**config.mk**
```make
export PLATFORM = sky130hd
export DESIGN_NAME = branch_unit
export DESIGN_NICKNAME = d
export VERILOG_FILES = /design/src/rtl/riscv_pkg.sv /design/src/rtl/branch_compare.sv /design/src/rtl/branch_unit.sv
export SDC_FILE = /design/constraint.sdc
export NUM_CORES = 1
export LEC_CHECK = 0
export ABC_CLOCK_PERIOD_IN_PS = 4700
export BUFFER_PORTS_ARGS = -buffer_cell sky130_fd_sc_hd__buf_2
export CAP_MARGIN = 20
export CORE_MARGIN = 4
export CORE_UTILIZATION = 43
export CTS_BUF_LIST = sky130_fd_sc_hd__clkbuf_2 sky130_fd_sc_hd__clkbuf_4 sky130_fd_sc_hd__clkbuf_8
export DETAILED_ROUTE_END_ITERATION = 10
export PLACE_DENSITY = 0.87
export SLEW_MARGIN = 5
export SYNTH_ARGS = -nofsm -noshare
export SYNTH_HDL_FRONTEND = slang
export SYNTH_HIERARCHICAL = 1
export SYNTH_SLANG_ARGS = --single-unit
```
**constraint.sdc**
```tcl
create_clock -name clk -period 4.7 [get_ports clk]
set_input_delay 0.94 -clock clk [delete_from_list [all_inputs] [get_ports clk]]
set_output_delay 0.94 -clock clk [all_outputs]
set_load 0.05 [all_outputs]
```
**src/rtl/riscv_pkg.sv**
```systemverilog
`default_nettype none
// ============================================================================
//  Module   : riscv_pkg
//  Purpose  : Shared RV32 widths, opcode and branch funct3 encodings.
//  Revision : 1.0  initial release
// ============================================================================
package riscv_pkg;

   localparam int XLEN = 32;

   typedef enum logic [6:0] {
      OP_LOAD     = 7'b0000011,
      OP_MISC_MEM = 7'b0001111,
      OP_IMM      = 7'b0010011,
      OP_AUIPC    = 7'b0010111,
      OP_STORE    = 7'b0100011,
      OP_OP       = 7'b0110011,
      OP_LUI      = 7'b0110111,
      OP_BRANCH   = 7'b1100011,
      OP_JALR     = 7'b1100111,
      OP_JAL      = 7'b1101111,
      OP_SYSTEM   = 7'b1110011
   } opcode_e;

   // 010 and 011 are reserved encodings; they are named so every 3-bit value is a legal member.
   typedef enum logic [2:0] {
      F3_BEQ  = 3'b000,
      F3_BNE  = 3'b001,
      F3_RSV2 = 3'b010,
      F3_RSV3 = 3'b011,
      F3_BLT  = 3'b100,
      F3_BGE  = 3'b101,
      F3_BLTU = 3'b110,
      F3_BGEU = 3'b111
   } funct3_branch_e;

   function automatic logic is_jump_op(input opcode_e op);
      return (op == OP_JAL) || (op == OP_JALR);
   endfunction

endpackage
`default_nettype wire

```
**src/rtl/branch_compare.sv**
```systemverilog
`default_nettype none
// ============================================================================
//  Module   : branch_compare
//  Purpose  : Combinational RV32 branch condition evaluation.
//  Revision : 1.0  initial release
// ============================================================================
module branch_compare
   import riscv_pkg::*;
(
   input  funct3_branch_e  funct3,
   input  logic [XLEN-1:0] a,
   input  logic [XLEN-1:0] b,
   output logic            cond
);

   logic w_eq;
   logic w_lt;
   logic w_ltu;

   assign w_eq  = (a == b);
   assign w_lt  = ($signed(a) < $signed(b));
   assign w_ltu = (a < b);

   always_comb begin
      cond = 1'b0;
      case (funct3)
         F3_BEQ:  cond = w_eq;
         F3_BNE:  cond = ~w_eq;
         F3_BLT:  cond = w_lt;
         F3_BGE:  cond = ~w_lt;
         F3_BLTU: cond = w_ltu;
         F3_BGEU: cond = ~w_ltu;
         default: cond = 1'b0;
      endcase
   end

endmodule
`default_nettype wire

```
**src/rtl/branch_unit.sv**
```systemverilog
`default_nettype none
// ============================================================================
//  Module   : branch_unit
//  Purpose  : Execute-stage branch/jump resolution with registered redirect copy.
//  Revision : 1.0  initial release
// ============================================================================
module branch_unit
   import riscv_pkg::*;
(
   input  logic            clk,
   input  logic            rst,
   input  logic [XLEN-1:0] rs1_data,
   input  logic [XLEN-1:0] rs2_data,
   input  logic [XLEN-1:0] pc,
   input  logic [XLEN-1:0] imm,
   input  funct3_branch_e  funct3,
   input  opcode_e         opcode,
   output logic            branch_taken,
   output logic [XLEN-1:0] branch_target,
   output logic            is_jump,
   output logic            target_misaligned,
   output logic            branch_taken_q,
   output logic [XLEN-1:0] branch_target_q,
   output logic            is_jump_q
);

   logic            w_cond;
   logic            w_is_jalr;
   logic [XLEN-1:0] w_add_base;
   logic [XLEN-1:0] w_sum;

   branch_compare u_compare (
      .funct3 (funct3),
      .a      (rs1_data),
      .b      (rs2_data),
      .cond   (w_cond)
   );

   assign w_is_jalr  = (opcode == OP_JALR);
   assign is_jump    = is_jump_op(opcode);

   // One shared adder: JALR is register-relative, everything else PC-relative.
   assign w_add_base = w_is_jalr ? rs1_data : pc;
   assign w_sum      = w_add_base + imm;

   always_comb begin
      branch_target = w_sum;
      if (w_is_jalr) begin
         branch_target[0] = 1'b0;
      end
   end

   always_comb begin
      branch_taken = 1'b0;
      if (is_jump) begin
         branch_taken = 1'b1;
      end else if (opcode == OP_BRANCH) begin
         branch_taken = w_cond;
      end
   end

   assign target_misaligned = branch_taken & branch_target[1];

   always_ff @(posedge clk or posedge rst) begin
      if (rst) begin
         branch_taken_q  <= 1'b0;
         branch_target_q <= '0;
         is_jump_q       <= 1'b0;
      end else begin
         branch_taken_q  <= branch_taken;
         branch_target_q <= branch_target;
         is_jump_q       <= is_jump;
      end
   end

endmodule
`default_nettype wire

```
; ---- Word level (Yosys, flattened, before mapping)
; Index checks and enable logic that the tools add are counted.
; Widths: inputs -> output; s select.
[op_classes]
n_addsub = 1
order_cmp = 2
n_eq_ne = 9
n_mux = 5
bitwise = 4
n_reduce_logical = 2
[ops]
columns = cell, count
row1 = $lt 32x32->1, 2
row2 = $add 32x32->32, 1
row3 = $eq 32x32->1, 1
row4 = $mux 32, 1
row5 = $eq 7x7->1 const B, 3
row6 = $eq 3x3->1 const B, 4
row7 = $pmux 1 s6, 1
row8 = $eq 3x1->1 const B, 1
row9 = $logic_not 3->1, 1
row10 = $mux 1, 3
row11 = $not 1->1, 3
row12 = $and 1x1->1, 1
row13 = $logic_or 1x1->1, 1
[totals]
regBits = 34
out_inout_bits = 69

; ---- Longest topological paths before layout
[depth]
ltp_word = 6
depth_mapped = 14
ltp_nobuf = 12

; ---- By module
; The synthesis kept the hierarchy.
[modules_own_cells]
columns = module, n_inst, cells_each, area_each_um2, seq_area_each_um2
row1 = branch_unit, 1, 363, 3264.4, 850.8
row2 = branch_compare, 1, 120, 864.6, 0.0

; ---- Worst setup path before layout
; Ideal clock, no wire load.
[synth_path]
kind = input -> output
startpoint = in opcode[2]
endpoint = out branch_target[30]
t_arrival_ps = 4696
slack_ps = -936
cell_stages = 14
n_path_buf = 2
cell_sequence = nor4bb_1 > nand2b_1 > clkbuf_1 > clkbuf_1 > mux2_2 > ha_1 > inv_1 > fa_1 > nand2b_1 > a21oi_1 > o2111ai_1 > a21boi_1 > a211o_1 > a311oi_1
[synth_via]
elab_chain_cells = 3
[synth_lines]
columns = item, line
row1 = "start, declared", branch_unit.sv:17  ; input opcode_e opcode,
row2 = $eq 7x7->1, branch_unit.sv:39  ; assign w_is_jalr = (opcode == OP_JALR);
row3 = $mux 32, branch_unit.sv:43  ; assign w_add_base = w_is_jalr ? rs1_data : pc;
row4 = $add 32x32->32, branch_unit.sv:44  ; assign w_sum = w_add_base + imm;
row5 = "end, declared", branch_unit.sv:19  ; output logic [XLEN-1:0] branch_target,
; No other way between the ends.

; ---- Worst setup path in the final report
[layout_path]
startpoint = in opcode[3]
endpoint = out branch_target[31]
; Same word-level chain as after synthesis.

==> results_dict.tcl <==
set metrics [dict create \
    cts.clk_slew.worst_paths_ns 0.10 \
    crit_top_cell "buf_6" \
    synthTopCellsByCount "ha_1, a21oi_1, inv_1" \
    cts_buffer_depth 2 \
    wl_mm 19.8 \
    cts_num_sinks 34 \
    ys_seq_elements 34 \
    antenna_found_initial 0 \
    grt_setup_unrepaired "yes" \
    cts_root_buf "clkbuf_8" \
    fin_area_um2 7810 \
    die_y_um 106 \
    nets 1045 \
    drive_gt1_share_pct 63.6 \
    postPlaceCellArea_um2 6450 \
    core_region_area_um2 9280 \
    drc 0 \
    grt-ovfl-total 0 \
    io_buffers 208 \
    ys.warnings.count 6 \
    max_clock_freq_mhz 204 \
    setup_violations 16 \
    fin_crit_sh_pct 104 \
    start_util_pct 44.5 \
    syn_avg_cell_area_um2 8.55 \
    setup_total_negative_slack_ns -1.45 \
    critical_path_class "in2out" \
    drv_cap 0 \
    grt_max_degree 35 \
    track_usage_pct 31.8 \
    status "finished, violations left" \
    async_reset_ff_share_pct 100 \
    hold_viol 0 \
    cpMaxStageDelayCell "a2111o_1" \
    syn_area_um2 4130 \
    grt_pass1_wl_mm 28.5 \
    ant_nets 0 \
    slew_headroom_pct 67.7 \
    fp-row-count 35 \
    syn_inst 483 \
    dp_hpwl_mm 14.1 \
    die_area_um2 11200 \
    p_leak_nw 3.91 \
    crit_chain "buf_8, nor4bb_4, nand2b_1, buf_6, buf_6, mux2_2, ha_4, nand2_4, or3_4, nor2_4, nor4b_2, a2111o_1, mux2i_4, buf_6" \
    critPathMaxStageDelay_ns 0.50 \
    diodes 0 \
    synth_edf_count 0 \
    startpoint_type "input pin" \
    vias 5472 \
    cp.arrival_ns 3.96 \
    failed_checks "setup timing" \
    worst_slack_ns -0.203 \
    crit_path_end_kind "output port" \
    synthTopCellsByArea "dfrtp_1, ha_1, mux2_2" \
    htreeDepth 2 \
    cts_tree "done" \
    ir_worst_vdd_mv 0.230 \
    cts_buffers 5 \
    p_per_area_nw_per_um2 285 \
    yosys.cell_count.top_type "ha_1" \
    ys_types 64 \
    first_pass_iters 7 \
    yosys.area.top_type "dfrtp_1" \
    post-route-min-period_ns 4.90 \
    die_w_um 106 \
    area_delta_synth_final_pct 89.2 \
    ios 209 \
    yosys.area.top_type_share_pct 20.6 \
    synthFlopType "dfrtp_1" \
    first_iter_violations 236 \
    grt_pass1_vias 5650 \
    wl_per_cell_um 20.4 \
    gp_congestion 0.921 \
    worst_pin_slew_ns 0.481 \
    yosysSeqAreaShare_pct 20.6 \
    via_per_inst 5.66 \
    hold_path_class "in2async" \
    fill_cells 530 \
    cp_max_fo 8 \
    worstPathRequired_ns 3.76 \
    syn-num-nets 690 \
    finalMaxSlewViolations 0 \
]
==> path summary, 6_finish.rpt <==
check	endpoint	start	cells after the start
worst max-delay path	branch_target[31]	opcode[3]	14
worst min-delay path	branch_target_q[17]$_DFF_PP0_	rst	3
max in group asynchronous	branch_target_q[28]$_DFF_PP0_	rst	3
min in group clk	branch_taken_q$_DFF_PP0_	opcode[4]	3
==> registers in the layout, summed over array words and instances (netlist names) <==
name / cells
branch_taken_q: 1
branch_target_q: 32
is_jump_q: 1
==> metrics by stage <==
step	total power [mW]	std cells	hold slack (ns)	worst slack [ns]	util [%]
final	2.22	967	0.733	-0.203	84.2
after global placement	1.64	935	1.06	-0.359	69.5
after global routing	2.30	967	0.789	-0.299	84.2
after floorplan	1.22	483	1.08	-0.0736	-
after detailed placement	1.66	935	1.08	-0.456	69.5
after CTS	2.11	959	0.752	-0.139	80.4
==> timing repair <==
| item | in CTS | in global routing |
|---|---|---|
| hold buffers | 0 | 0 |
| buffers inserted | 16 | 9 |
| pin swaps | 47 | 37 |
| setup endpoints to repair | 24 | 24 |
| resized for setup | 152 | 59 |
| cloned | 2 | 0 |
==> per-layer routing <==
metal	wire length [µm]	vias up	part of all wire (%)	global-route usage [%]
met5	0	-	0	0
met4	1060	0	5.4	17.2
met3	1320	100	6.7	4.98
met2	10200	322	52	58.0
met1	7170	2583	36	35.3
li1	-	2467	-	-
==> cells by family after synthesis <==
logic type / after synthesis / share of synthesized area [%]
simple gates: 132 / 16.7
compound gates: 127 / 20.2
fa+ha+maj: 67 / 20.5
buf+inv: 59 / 6.51
flops: 34 / 20.6
mux: 33 / 8.94
xor+xnor: 31 / 6.58
==> final cells by class <==
type / count / area, µm² / area share (%)
Timing Repair Buffer: 362 / 2430 / 31.0
Clock inverter: 1 / 30.0 / 0.384
Multi-Input combinational cell: 390 / 4090 / 52.4
Tap cell: 129 / 161 / 2.07
Sequential cell: 34 / 851 / 10.9
Inverter: 45 / 169 / 2.16
Clock buffer: 6 / 82.6 / 1.06
==> cell usage in the layout (no fill, tap or decap), drive strengths merged, types with 5 or more instances in the layout <==
cell type	instances
dfrtp	34
o21ai	20
a221oi	5
mux2	31
nand2	36
nor3	12
nand2b	5
o21bai	6
a21o	12
a21oi	48
buf	362
nand4	13
xnor2	22
xor2	9
nand3	13
a211oi	5
nor2b	7
clkbuf	6
o211ai	5
nor2	27
ha	66
inv	45
==> power breakdown <==
part / switching [mW] / internal (mW)
logic: 0.948 / 0.598
registers: 0.0167 / 0.353
clock network: 0.137 / 0.170
total: 1.10 / 1.12
==> worst max-delay path: cells and delay by family <==
family | cells | cell delay [ns]
simple gates | 6 | 1.07
mux | 2 | 0.58
buf+inv | 4 | 0.56
compound gates | 1 | 0.50
fa+ha+maj | 1 | 0.31
No activity file was read; power rests on OpenSTA's default activity.
